File: src/rtl/sram_arb_pkg.sv
// Shared types and defaults for the user-project SRAM port arbiter.
package sram_arb_pkg;

    localparam int ADDR_W_DEF     = 9;
    localparam int DATA_W_DEF     = 32;
    localparam int STARVE_LIM_DEF = 4;

    // Bit positions inside the one-hot grant vector.
    localparam int GNT_WB = 0;
    localparam int GNT_DM = 1;
    localparam int GNT_IM = 2;

    typedef enum logic [1:0] {
        OWN_NONE = 2'd0,
        OWN_WB   = 2'd1,
        OWN_DM   = 2'd2,
        OWN_IM   = 2'd3
    } owner_t;

    typedef enum logic {
        WB_IDLE = 1'b0,
        WB_ACK  = 1'b1
    } wb_state_t;

    function automatic owner_t gnt_to_owner(input logic [2:0] gnt);
        owner_t own;
        own = OWN_NONE;
        if (gnt[GNT_WB]) begin
            own = OWN_WB;
        end else if (gnt[GNT_DM]) begin
            own = OWN_DM;
        end else if (gnt[GNT_IM]) begin
            own = OWN_IM;
        end
        return own;
    endfunction

endpackage

File: src/rtl/sram_arb_select.sv
// Combinational winner selection: Wishbone first, then data port, then fetch,
// except that a starved fetch port jumps ahead of the data port.
module sram_arb_select
    import sram_arb_pkg::*;
(
    input  logic       i_wb_elig,
    input  logic       i_dm_elig,
    input  logic       i_im_elig,
    input  logic       i_im_starved,
    output logic [2:0] o_gnt
);

    always_comb begin
        o_gnt = 3'b000;
        if (i_wb_elig) begin
            o_gnt[GNT_WB] = 1'b1;
        end else if (i_im_elig && i_im_starved) begin
            o_gnt[GNT_IM] = 1'b1;
        end else if (i_dm_elig) begin
            o_gnt[GNT_DM] = 1'b1;
        end else if (i_im_elig) begin
            o_gnt[GNT_IM] = 1'b1;
        end
    end

endmodule

File: src/rtl/sram_port_arbiter.sv
// Shares the single-port user-project SRAM between the Wishbone slave, the Elpis
// data port and the Elpis fetch port: one access per cycle, response one cycle later.
module sram_port_arbiter
    import sram_arb_pkg::*;
#(
    parameter int ADDR_W     = ADDR_W_DEF,
    parameter int DATA_W     = DATA_W_DEF,
    parameter int STARVE_LIM = STARVE_LIM_DEF
) (
    input  logic                clk,
    input  logic                rst_n,
    input  logic                core_hold,
    input  logic                wbs_cyc_i,
    input  logic                wbs_stb_i,
    input  logic                wbs_we_i,
    input  logic [DATA_W/8-1:0] wbs_sel_i,
    input  logic [31:0]         wbs_adr_i,
    input  logic [DATA_W-1:0]   wbs_dat_i,
    output logic                wbs_ack_o,
    output logic [DATA_W-1:0]   wbs_dat_o,
    input  logic                dm_req,
    input  logic                dm_we,
    input  logic [DATA_W/8-1:0] dm_be,
    input  logic [ADDR_W-1:0]   dm_addr,
    input  logic [DATA_W-1:0]   dm_wdata,
    output logic                dm_gnt,
    output logic                dm_rvalid,
    output logic [DATA_W-1:0]   dm_rdata,
    input  logic                im_req,
    input  logic [ADDR_W-1:0]   im_addr,
    output logic                im_gnt,
    output logic                im_rvalid,
    output logic [DATA_W-1:0]   im_rdata,
    output logic                sram_csb,
    output logic                sram_web,
    output logic [DATA_W/8-1:0] sram_wmask,
    output logic [ADDR_W-1:0]   sram_addr,
    output logic [DATA_W-1:0]   sram_din,
    input  logic [DATA_W-1:0]   sram_dout,
    output logic                o_dbg_wb_state,
    output logic [1:0]          o_dbg_owner
);

    // Handshake: a requester holds req/address/data stable until it sees its grant in
    // the same cycle; the response strobe (rvalid or ack) follows exactly one cycle later.

    localparam int SC_W = $clog2(STARVE_LIM + 1);

    wb_state_t         r_wb_state;
    wb_state_t         w_wb_state_nxt;
    owner_t            r_owner;
    logic [SC_W-1:0]   r_starve_cnt;
    logic [SC_W-1:0]   w_starve_nxt;
    logic [ADDR_W-1:0] r_sram_addr;
    logic [DATA_W-1:0] r_sram_din;
    logic [DATA_W-1:0] r_wb_rdata;
    logic [DATA_W-1:0] r_dm_rdata;
    logic [DATA_W-1:0] r_im_rdata;

    logic              w_wb_elig;
    logic              w_dm_elig;
    logic              w_im_elig;
    logic              w_im_starved;
    logic [2:0]        w_gnt;
    logic              w_unused;

    // Region decode happens upstream, so the byte offset and high address bits are ignored.
    assign w_unused = ^{wbs_adr_i[31:ADDR_W+2], wbs_adr_i[1:0]};

    // rst_n gates eligibility so no grant (and no SRAM select) escapes during reset.
    assign w_wb_elig    = rst_n & wbs_cyc_i & wbs_stb_i & (r_wb_state == WB_IDLE);
    assign w_dm_elig    = rst_n & dm_req & ~core_hold;
    assign w_im_elig    = rst_n & im_req & ~core_hold;
    assign w_im_starved = (r_starve_cnt == SC_W'(STARVE_LIM));

    sram_arb_select u_select (
        .i_wb_elig    (w_wb_elig),
        .i_dm_elig    (w_dm_elig),
        .i_im_elig    (w_im_elig),
        .i_im_starved (w_im_starved),
        .o_gnt        (w_gnt)
    );

    assign dm_gnt = w_gnt[GNT_DM];
    assign im_gnt = w_gnt[GNT_IM];

    always_comb begin
        sram_csb   = 1'b1;
        sram_web   = 1'b1;
        sram_wmask = '0;
        sram_addr  = r_sram_addr;
        sram_din   = r_sram_din;
        if (w_gnt[GNT_WB]) begin
            sram_csb   = 1'b0;
            sram_web   = ~wbs_we_i;
            sram_wmask = wbs_we_i ? wbs_sel_i : '0;
            sram_addr  = wbs_adr_i[ADDR_W+1:2];
            sram_din   = wbs_dat_i;
        end else if (w_gnt[GNT_DM]) begin
            sram_csb   = 1'b0;
            sram_web   = ~dm_we;
            sram_wmask = dm_we ? dm_be : '0;
            sram_addr  = dm_addr;
            sram_din   = dm_wdata;
        end else if (w_gnt[GNT_IM]) begin
            sram_csb   = 1'b0;
            sram_addr  = im_addr;
        end
    end

    // Starvation only accumulates while fetch is eligible and losing; it saturates at the limit.
    always_comb begin
        w_starve_nxt = r_starve_cnt;
        if (!w_im_elig || w_gnt[GNT_IM]) begin
            w_starve_nxt = '0;
        end else if (!w_im_starved) begin
            w_starve_nxt = r_starve_cnt + 1'b1;
        end
    end

    always_ff @(posedge clk or negedge rst_n) begin
        if (!rst_n) begin
            r_owner      <= OWN_NONE;
            r_starve_cnt <= '0;
            r_sram_addr  <= '0;
            r_sram_din   <= '0;
            r_wb_rdata   <= '0;
            r_dm_rdata   <= '0;
            r_im_rdata   <= '0;
        end else begin
            r_owner      <= gnt_to_owner(w_gnt);
            r_starve_cnt <= w_starve_nxt;
            r_sram_addr  <= sram_addr;
            r_sram_din   <= sram_din;
            if (r_owner == OWN_WB) begin
                r_wb_rdata <= sram_dout;
            end
            if (r_owner == OWN_DM) begin
                r_dm_rdata <= sram_dout;
            end
            if (r_owner == OWN_IM) begin
                r_im_rdata <= sram_dout;
            end
        end
    end

    always_ff @(posedge clk or negedge rst_n) begin
        if (!rst_n) begin
            r_wb_state <= WB_IDLE;
        end else begin
            r_wb_state <= w_wb_state_nxt;
        end
    end

    // The ack cycle blocks re-granting a strobe the master has not yet dropped.
    always_comb begin
        w_wb_state_nxt = r_wb_state;
        case (r_wb_state)
            WB_IDLE: if (w_gnt[GNT_WB]) w_wb_state_nxt = WB_ACK;
            WB_ACK:  w_wb_state_nxt = WB_IDLE;
            default: w_wb_state_nxt = WB_IDLE;
        endcase
    end

    always_comb begin
        wbs_ack_o = (r_wb_state == WB_ACK);
    end

    assign dm_rvalid = (r_owner == OWN_DM);
    assign im_rvalid = (r_owner == OWN_IM);

    assign wbs_dat_o = wbs_ack_o ? sram_dout : r_wb_rdata;
    assign dm_rdata  = dm_rvalid ? sram_dout : r_dm_rdata;
    assign im_rdata  = im_rvalid ? sram_dout : r_im_rdata;

    assign o_dbg_wb_state = r_wb_state;
    assign o_dbg_owner    = r_owner;

endmodule

File: config.mk
export PLATFORM = sky130hd
export DESIGN_NAME = sram_port_arbiter
export DESIGN_NICKNAME = d
export VERILOG_FILES = /design/src/rtl/sram_arb_pkg.sv /design/src/rtl/sram_arb_select.sv /design/src/rtl/sram_port_arbiter.sv
export SDC_FILE = /design/constraint.sdc
export NUM_CORES = 1
export LEC_CHECK = 0
export ABC_CLOCK_PERIOD_IN_PS = 2450
export CORE_MARGIN = 10
export CORE_UTILIZATION = 42
export DETAILED_ROUTE_END_ITERATION = 12
export PLACE_DENSITY = 0.93
export REMOVE_ABC_BUFFERS = 1
export SYNTH_ARGS = -nofsm -noshare
export SYNTH_HDL_FRONTEND = slang
export SYNTH_HIERARCHICAL = 1
export SYNTH_SLANG_ARGS = --single-unit
File: constraint.sdc
create_clock -name clk -period 2.45 [get_ports clk]
set_input_delay 0.245 -clock clk [delete_from_list [all_inputs] [get_ports clk]]
set_output_delay 0.245 -clock clk [all_outputs]
set_load 0.01 [all_outputs]
# Word level (Yosys, flattened, before mapping)
# Index checks and enable logic that the tools add are counted.
[totals] out_inout_bits=151 wordCells=59 reg_bits=143
[op_classes] mux=31 bitwise=11 n_reduce_logical=3 add_sub_neg=1 n_eq_ne=5
[op_table] op="$mux W32" n=5
[op_table] op="$mux W9" n=3
[op_table] op="$mux W4" n=4
[op_table] op="$mux W1" n=12
[op_table] op="$mux W2" n=4
[op_table] op="$and A1 B1 Y1" n=7
[op_table] op="$mux W3" n=2
[op_table] op="$eq A2 B2 Y1 const B" n=2
[op_table] op="$not A1 Y1" n=4
[op_table] op="$add A3 B1 Y3 const B" n=1
[op_table] op="$eq A3 B3 Y1 const B" n=1
[op_table] op="$eq A2 B1 Y1 const B" n=1
[op_table] op="$ne A2 B2 Y1 const B" n=1
[op_table] op="$pmux W1 S2" n=1
[op_table] op="$logic_and A1 B1 Y1" n=1
[op_table] op="$logic_not A1 Y1" n=1
[op_table] op="$logic_or A1 B1 Y1" n=1

# Longest topological paths before layout
# Gate-level depths: netlist (run 1).
[depth] ltp_word=9 mapped_depth=10 ltp_nobuf=8

# By module
# Netlist (run 1), hierarchy kept.
[modules_own_cells] module="sram_port_arbiter" area_each_um2=6667.6 cells_each=479 instances=1
[modules_own_cells] module="sram_arb_select" area_each_um2=37.5 cells_each=5 instances=1

# Worst setup path before layout (run 1)
# No wires, ideal clock.
[synth_timing] path_kind="register -> output" from="reg r_wb_state, in the netlist o_dbg_wb_state" to="out sram_din[10]" path_buffers=5 path_slack_ns=0.087 arrival_time_ns=2.118 required_ns=2.205 path_stages_with_launch=10 cell_sequence="dfrtp_1 -> buf_2 -> buf_2 -> and4b_1 -> a211oi_2 -> buf_2 -> buf_6 -> buf_8 -> mux2i_1 -> o21ai_1"
[synth_between] elab_chain_cells=5 elab_cells_between_ends=6
[synth_lines] item="start, declared" line="sram_port_arbiter.sv:49" text="wb_state_t r_wb_state;"
[synth_lines] item="start signal, assigned" line="sram_port_arbiter.sv:151" text="r_wb_state <= w_wb_state_nxt;"
[synth_lines] item="$not A1 Y1"
[synth_lines] item="$and A1 B1 Y1" line="sram_port_arbiter.sv:71" text="assign w_wb_elig = rst_n & wbs_cyc_i & wbs_stb_i & (r_wb_state == WB_IDLE);"
[synth_lines] item="named net w_wb_elig" line="sram_port_arbiter.sv:60" text="logic w_wb_elig;"
[synth_lines] item="$mux W2" line="sram_arb_select.sv:15" text="if (i_wb_elig) begin"
[synth_lines] item="named net dm_gnt" line="sram_port_arbiter.sv:26" text="output logic dm_gnt,"
[synth_lines] item="$mux W32" line="sram_port_arbiter.sv:99" text="end else if (w_gnt[GNT_DM]) begin"
[synth_lines] item="$mux W32" line="sram_port_arbiter.sv:93" text="if (w_gnt[GNT_WB]) begin"
[synth_lines] item="end, declared" line="sram_port_arbiter.sv:38" text="output logic [DATA_W-1:0] sram_din,"
# The timed path passes the listed nets, and every way through them passes these cells.

# Final worst setup path (run 1)
[layout_timing] from="reg r_starve_cnt[0]" to="out sram_din[25]"
[layout_between] elab_chain_cells=6
[layout_lines] item="start, declared" line="sram_port_arbiter.sv:52" text="logic [SC_W-1:0] r_starve_cnt;"
[layout_lines] item="start signal, assigned" line="sram_port_arbiter.sv:132" text="r_starve_cnt <= w_starve_nxt;"
[layout_lines] item="$eq A3 B3 Y1" line="sram_port_arbiter.sv:74" text="assign w_im_starved = (r_starve_cnt == SC_W'(STARVE_LIM));"
[layout_lines] item="named net w_im_starved" line="sram_port_arbiter.sv:63" text="logic w_im_starved;"
[layout_lines] item="$logic_and A1 B1 Y1" line="sram_arb_select.sv:17" text="end else if (i_im_elig && i_im_starved) begin"
[layout_lines] item="$mux W1" line="sram_arb_select.sv:17"
[layout_lines] item="$mux W2" line="sram_arb_select.sv:15"
[layout_lines] item="$mux W32" line="sram_port_arbiter.sv:99"
[layout_lines] item="$mux W32" line="sram_port_arbiter.sv:93"
# The timed path passes the listed nets, and every way through them passes these cells.

==> results.sh, run 1 <==
export IMPL_grt_pass1_wl_mm=36.7
export IMPL_critPathRequiredTime_ns=2.20
export IMPL_rr_worst_depth=14
export IMPL_skew_ns=0.00839
export IMPL_seq_area_um2=3580
export IMPL_syn_inst=484
export IMPL_grt_start_max_net_pins=78
export IMPL_setup_viol=45
export IMPL_crit_chain="inv_2 > ha_4 > nand2_4 > inv_4 > a211oi_4 > buf_6 > buf_12 > buf_6 > mux2i_1 > o21ai_1 > buf_2"
export IMPL_syn_area_per_cell_um2=13.9
export IMPL_pwr_share_seq_pct=33.8
export IMPL_internal_power_uw=6770
export IMPL_synthDistinctLibCells=31
export IMPL_drtIter0Drc=323
export IMPL_endpoint_kind="output pin"
export IMPL_wl_per_cell_um=23.9
export IMPL_antenna_found_initial=2
export IMPL_critPathLaunchType="flip-flop"
export IMPL_drcViolationCount=0
export IMPL_ys_warnings_count=6
export IMPL_ant_nets=0
export IMPL_start_util_pct=42.5
export IMPL_synth_cell_area_um2=6710
export IMPL_setup_tns_ns=-4.25
export IMPL_rsz0062_at_grt="true"
export IMPL_place_congestion=0.886
export IMPL_synth_largest_area_cell="dfrtp_1"
export IMPL_setup_slack_ns=-0.270
export IMPL_hold_viol=0
export IMPL_num_rows=46
export IMPL_cp_buffers_inverters=6
export IMPL_violations="setup timing"
export IMPL_synthDominantCellAreaShare_pct=53.4
export IMPL_clk_pin_slew_worst_paths_ns=0.07
export IMPL_cts_buffers=17
export IMPL_ys_top_cells_by_area="dfrtp_1 53%, mux2_4 13%, mux2_2 13%"
export IMPL_synth_yosys_seq_area_share_pct=53.4
export IMPL_clk_latency_ns=0.42
export IMPL_viasPerCell=5.23
export IMPL_die_h_um=146
export IMPL_port_buffers=290
export IMPL_drtPass1Iterations=5
export IMPL_hpwl_mm=17.3
export IMPL_final_nets=1004
export IMPL_slowest_delay_ns=0.37
export IMPL_swShare_pct=28.3
export IMPL_vias=5595
export IMPL_hold_path_class="in2async"
export IMPL_timing_setup_critical_path_class="reg2out"
export IMPL_timing_fmax_ghz=0.368
export IMPL_fillCellCount=1049
export IMPL_multiInputGateArea_um2=3010
export IMPL_cp_common_cell="buf_6"
export IMPL_root_buffer="clkbuf_16"
export IMPL_drv_cap=0
export IMPL_cts_buffer_depth=2
export IMPL_syn_to_final_growth_pct=64.2
export IMPL_cts_tree="built"
export IMPL_grt_overflow_total=0
export IMPL_critPathArrivalTime_ns=2.47
export IMPL_finalCriticalPeriod_ns=2.72
export IMPL_core_area_um2=15800
export IMPL_p_sw_uw=2670
export IMPL_crit_fanout=5
export IMPL_worst_ir_drop_vdd_mv=0.439
export IMPL_h_tree_depth=4
export IMPL_cp_top_family="buffers and inverters"
export IMPL_p_per_area_nw_per_um2=858
export IMPL_grt_usage_pct=21.9
export IMPL_place_inst=993
export IMPL_wl_mm=25.6
export IMPL_p_leak_uw=0.00479
export IMPL_cp_depth=11
export IMPL_slew_viol_final=0
export IMPL_ios=314
export IMPL_drive_gt1_share_pct=39.4
export IMPL_die_width_um=146
export IMPL_worst_slew_pin_slew_ns=0.984
export IMPL_maxSlewHeadroom_pct=34.4
export IMPL_grt_pass1_vias=6164
export IMPL_p_comb_share_pct=35.8
export IMPL_final_cells=1069
export IMPL_outcome="finished with violations"
export IMPL_timing_final_crit_share_pct=111
export IMPL_clkPwrFrac_pct=30.4
export IMPL_crit_slowest_cell="dfrtp_1"
export IMPL_synth_seq_cells=143
export IMPL_die_area_um2=21400
export IMPL_cts_sinks=143
## power groups by stage
stage | Combinational, uW | Sequential [uW] | Clock [uW]
floorplan | 1430 | 3130 | 0
global placement | 3170 | 3150 | 0
detailed placement | 3250 | 3200 | 0
CTS | 3270 | 3170 | 2900
global route | 3590 | 3240 | 3010
finish | 3380 | 3190 | 2870
## cells by family after synthesis
logic type                 after synthesis  synth area share [%]
buffers and inverters                   40                  5.24
xor gates and xnor gates                 1                 0.131
DFF                                    143                  53.4
adders and majority gates                2                 0.373
AOI/OAI and AO/OA                       55                  4.52
and+or+nand+nor                         71                  4.89
muxes                                  172                  31.5
## metrics by stage
step | cell area (um2) | setup WS, ns | power (uW) | hold slack [ns] | utilization (%)
6_report | 11000 | -0.270 | 9440 | 0.139 | 69.8
3_3_place_gp | 9910 | -0.287 | 6330 | 0.209 | 62.8
2_1_floorplan | 6380 | -3.74 | 4560 | -0.0506 | -
3_5_place_dp | 9910 | -0.388 | 6450 | 0.216 | 62.8
4_1_cts | 10700 | -0.149 | 9340 | 0.143 | 67.8
5_1_grt | 11000 | -0.351 | 9840 | 0.223 | 69.8
## layout make-up
| cell class | instances | area share (%) |
|---|---|---|
| diodes | 2 | 0.0455 |
| well taps | 216 | 2.46 |
| repair buffers | 370 | 31.6 |
| multi-input cells | 301 | 27.3 |
| clock buffers | 17 | 3.86 |
| inverters | 6 | 0.227 |
| flip-flops and latches | 143 | 32.5 |
| clock inverters | 14 | 1.96 |
## per-layer routing
metal	vias to the layer above	global-route usage [%]	part of all wire (%)
met5	-	0	0
met4	0	12.7	4.9
met3	89	8.65	9.3
met2	354	36.9	50
met1	2743	22.9	35
li1	2409	-	-
## worst reg2reg max path: stages, from the launching register on
cell and delay (ns):
dfrtp_1 0.37, inv_2 0.05, ha_4 0.17, nand2_4 0.07, inv_4 0.05, a211oi_4 0.36
buf_6 0.18, buf_6 0.11, buf_6 0.08, mux2i_1 0.22, o21ai_1 0.12, buf_4 0.15
buf_4 0.12, buf_4 0.12, buf_4 0.12
## final timing paths
kind	slack (ns)	to	from
max in group asynchronous	1.04	r_dm_rdata[25]	rst_n
setup reg to reg	0.06	r_sram_din[23]	r_starve_cnt[0]
setup / recovery	-0.27	sram_din[25]	r_starve_cnt[0]
hold / removal	0.14	r_im_rdata[0]	rst_n
min in group clk	0.37	r_starve_cnt[2]	rst_n
hold reg to reg	0.49	r_dm_rdata[18]	r_dm_rdata[18]
## sequential cells by signal (all words and copies together), names as in the netlist
name,count
o_dbg_owner,2
r_sram_addr,9
r_dm_rdata,32
r_wb_rdata,32
o_dbg_wb_state,1
r_im_rdata,32
r_sram_din,32
r_starve_cnt,3
## synthesized netlist by cell type
library cell	instances
buf_6	7
nor3_4	1
nor2b_1	2
inv_1	6
nand2_1	44
a22oi_1	6
o21ai_0	25
buf_4	4
a21oi_1	2
nand2b_1	1
dfrtp_1	143
buf_12	6
or2_2	1
o211a_1	1
nor3_2	1
a211oi_2	1
mux2i_1	38
mux2_4	59
nand2_2	1
nand3_1	9
or3_4	1
o21ai_1	20
xnor2_1	1
nor2b_2	1
buf_8	2
and4b_1	1
clkbuf_1	4
ha_1	2
buf_2	11
mux2_2	75
nor2_1	8
## cells in the final DEF (no fill, tap or decap), types with 8 or more instances in the layout
master           Yosys  layout
mux2_4              59      63
clkbuf_16            0      17
o21ai_1             20      34
mux2_2              75      71
buf_2               11      43
nor2_1               8       8
buf_6                7      21
nand2_1             44      43
mux2i_1             38      29
dfrtp_1            143     142
clkdlybuf4s50_1      0     239
buf_4                4      51
o21ai_2              0      10
## what timing repair did
item | in CTS | in global routing
endpoints found under the hold margin | 16 | 0
endpoints found under the setup margin | 73 | 115
buffers inserted | 27 | 21
gates resized for setup | 260 | 59
pin swaps | 10 | 27
hold buffers | 1 | 0
cloned | 2 | 0
No activity file was read; power rests on OpenSTA's default activity.
==> run 2: changes to the inputs <==
--- a/config.mk
+++ b/config.mk
@@ -9,7 +9,8 @@
 export CORE_MARGIN = 10
 export CORE_UTILIZATION = 42
 export DETAILED_ROUTE_END_ITERATION = 12
-export PLACE_DENSITY = 0.93
+export MAX_ROUTING_LAYER = met4
+export PLACE_DENSITY = 0.84
 export REMOVE_ABC_BUFFERS = 1
 export SYNTH_ARGS = -nofsm -noshare
 export SYNTH_HDL_FRONTEND = slang
==> run 2 against run 1 <==
  * The flow still finishes with violations (setup timing)
  * Combinational power shrank 4%
  * Clock power shrank 14%
  * Via count shrank 6.0%
  * Non-clock buffer count shrank 20
  * Register-to-register slack gained 0.02 ns
  * Critical path type unchanged
  * Largest cell class unchanged
==> results.sh, run 2 (same netlist as run 1, synthesis figures left out) <==
export IMPL_hold_viol=0
export IMPL_crit_chain="and4b_4 > inv_2 > o211a_4 > buf_12 > buf_16 > mux2_4 > mux2i_1 > o21ai_2 > buf_2"
export IMPL_timing_setup_critical_path_class="reg2out"
export IMPL_die_width_um=146
export IMPL_grt_pass1_vias=5975
export IMPL_met2_usage_pct=33.8
export IMPL_core_area_um2=15800
export IMPL_timing_fmax_ghz=0.387
export IMPL_slowest_delay_ns=0.39
export IMPL_top_usage_layer="met2"
export IMPL_die_h_um=146
export IMPL_clk_latency_ns=0.43
export IMPL_hpwl_mm=16.3
export IMPL_crit_slowest_cell="and4b_4"
export IMPL_endpoint_kind="output pin"
export IMPL_cts_buffers=17
export IMPL_wl_mm=22.9
export IMPL_setup_viol=34
export IMPL_worst_slew_pin_slew_ns=0.656
export IMPL_cts_buffer_depth=2
export IMPL_vias=5260
export IMPL_hold_ws_ns=0.341
export IMPL_start_util_pct=42.5
export IMPL_rsz0062_at_grt="true"
export IMPL_finalCriticalPeriod_ns=2.59
export IMPL_ios=314
export IMPL_skew_ns=0.0123
export IMPL_worst_ir_drop_vdd_mv=0.462
export IMPL_ant_nets=0
export IMPL_grt_usage_pct=21.1
export IMPL_viasPerCell=5.01
export IMPL_port_buffers=290
export IMPL_setup_slack_ns=-0.135
export IMPL_grtUsageMet3_pct=8.28
export IMPL_critPathArrivalTime_ns=2.34
export IMPL_place_inst=986
export IMPL_final_cells=1049
export IMPL_timing_final_crit_share_pct=106
export IMPL_p_leak_uw=0.00486
export IMPL_hold_path_class="in2reg"
export IMPL_crit_fanout=5
export IMPL_syn_to_final_growth_pct=61.3
export IMPL_violations="setup timing"
export IMPL_h_tree_depth=4
export IMPL_num_rows=46
export IMPL_drv_cap=0
export IMPL_slew_viol_final=0
export IMPL_drtPass1Iterations=4
export IMPL_final_common_cell="clkdlybuf4s50_1"
export IMPL_antenna_found_initial=0
export IMPL_maxSlewHeadroom_pct=56.3
export IMPL_wl_per_cell_um=21.8
export IMPL_critPathRequiredTime_ns=2.20
export IMPL_drive_gt1_share_pct=36.5
export IMPL_drtIter0Drc=146
export IMPL_outcome="finished with violations"
export IMPL_r2r_setup_slack_ns=0.08
export IMPL_grt_start_max_net_pins=50
export IMPL_critPathLaunchType="flip-flop"
export IMPL_final_cell_mix="217 x clkdlybuf4s50_1, 142 x dfrtp_1, 72 x mux2_2, 62 x mux2_4, 42 x nand2_1"
export IMPL_root_buffer="clkbuf_16"
export IMPL_p_per_area_nw_per_um2=821
export IMPL_clk_pin_slew_worst_paths_ns=0.06
export IMPL_place_congestion=0.848
export IMPL_grt_pass1_wl_mm=34.6
export IMPL_cts_tree="built"
export IMPL_grt_use_met1_pct=23.7
export IMPL_die_area_um2=21400
export IMPL_cts_sinks=143
export IMPL_drcViolationCount=0
export IMPL_final_nets=984
export IMPL_grt_overflow_total=0
[run 2: cell types whose count changed in the layout (fill, tap and decap cells not counted), moves of 3 or more]
cell,before,now
inv_6,2,5
mux2i_1,29,36
clkdlybuf4s50_1,239,217
dlymetal6s2s_1,1,23
clkinv_2,3,0
buf_4,51,37
buf_12,5,10
buf_6,21,8
bufinv_16,5,0
o21ai_0,0,4
mux2i_4,6,1
[run 2: report_power, final]
part | leakage [uW] | internal, uW | total, uW | switching (uW)
logic | 0.00289 | 1930 | 3240 | 1310
registers | 0.00170 | 2960 | 3180 | 222
clock network | 0.000264 | 1350 | 2460 | 1110
total | 0.00486 | 6240 | 8880 | 2640
[run 2: worst paths after layout]
check | from | endpoint | depth (start not counted)
setup / recovery | o_dbg_wb_state | sram_addr[2] | 9
hold / removal | rst_n | r_starve_cnt[0] | 5
setup reg to reg | o_dbg_wb_state | r_sram_addr[2] | 12
hold reg to reg | r_dm_rdata[4] | r_dm_rdata[4] | 1
max in group asynchronous | rst_n | r_sram_din[28] | 4
min in group asynchronous | rst_n | r_im_rdata[2] | 3
[run 2: final cells by class]
type	instances	area, um2
inverter	6	22.5
antenna	1	2.50
sequential	143	3580
timing repair buffer	350	3480
multi-input combinational	301	2900
clock buffer	18	439
clock inverter	14	123
tap	216	270
fill	1125	4950
[run 2: repair_timing]
item,CTS,global route
setup buffers,13,12
pin swaps,11,17
endpoints found under the setup margin,50,102
hold endpoints to repair,94,0
hold buffers,1,0
gates cloned,3,2
gates resized for setup,237,60
[run 2: per-stage QoR]
step | setup TNS (ns) | cell area [um2] | utilization [%] | power (uW) | worst slack [ns]
3_5_place_dp | -10.80 | 9870 | 62.6 | 6440 | -0.429
4_1_cts | -1.48 | 10500 | 66.8 | 8890 | -0.130
2_1_floorplan | -327.77 | 6380 | - | 4560 | -3.74
5_1_grt | -6.27 | 10800 | 68.6 | 9310 | -0.219
6_report | -1.50 | 10800 | 68.6 | 8880 | -0.135
3_3_place_gp | -8.50 | 9870 | 62.6 | 6330 | -0.337
[run 2: worst max-delay path: cells and delay by family, from the launching register on]
family                 cells  cell delay (ns)
AND/OR/NAND/NOR            1             0.39
buffers and inverters      4             0.44
multiplexers               2             0.46
flip-flops                 1             0.38
AO/OA/AOI/OAI              2             0.24
[run 2: metal layers]
metal / share of wire (%) / up-vias
li1: - / 2384
met1: 41 / 2585
met2: 49 / 261
met3: 8.4 / 30
met4: 2.1 / 0
met5: 0 / -
==> run 3: changes to the inputs <==
--- a/config.mk
+++ b/config.mk
@@ -5,7 +5,6 @@
 export SDC_FILE = /design/constraint.sdc
 export NUM_CORES = 1
 export LEC_CHECK = 0
-export ABC_CLOCK_PERIOD_IN_PS = 2450
 export CORE_MARGIN = 10
 export CORE_UTILIZATION = 42
 export DETAILED_ROUTE_END_ITERATION = 12
==> results of run 3 <==
The final DEF is identical to that of run 2; final timing and power are the same.
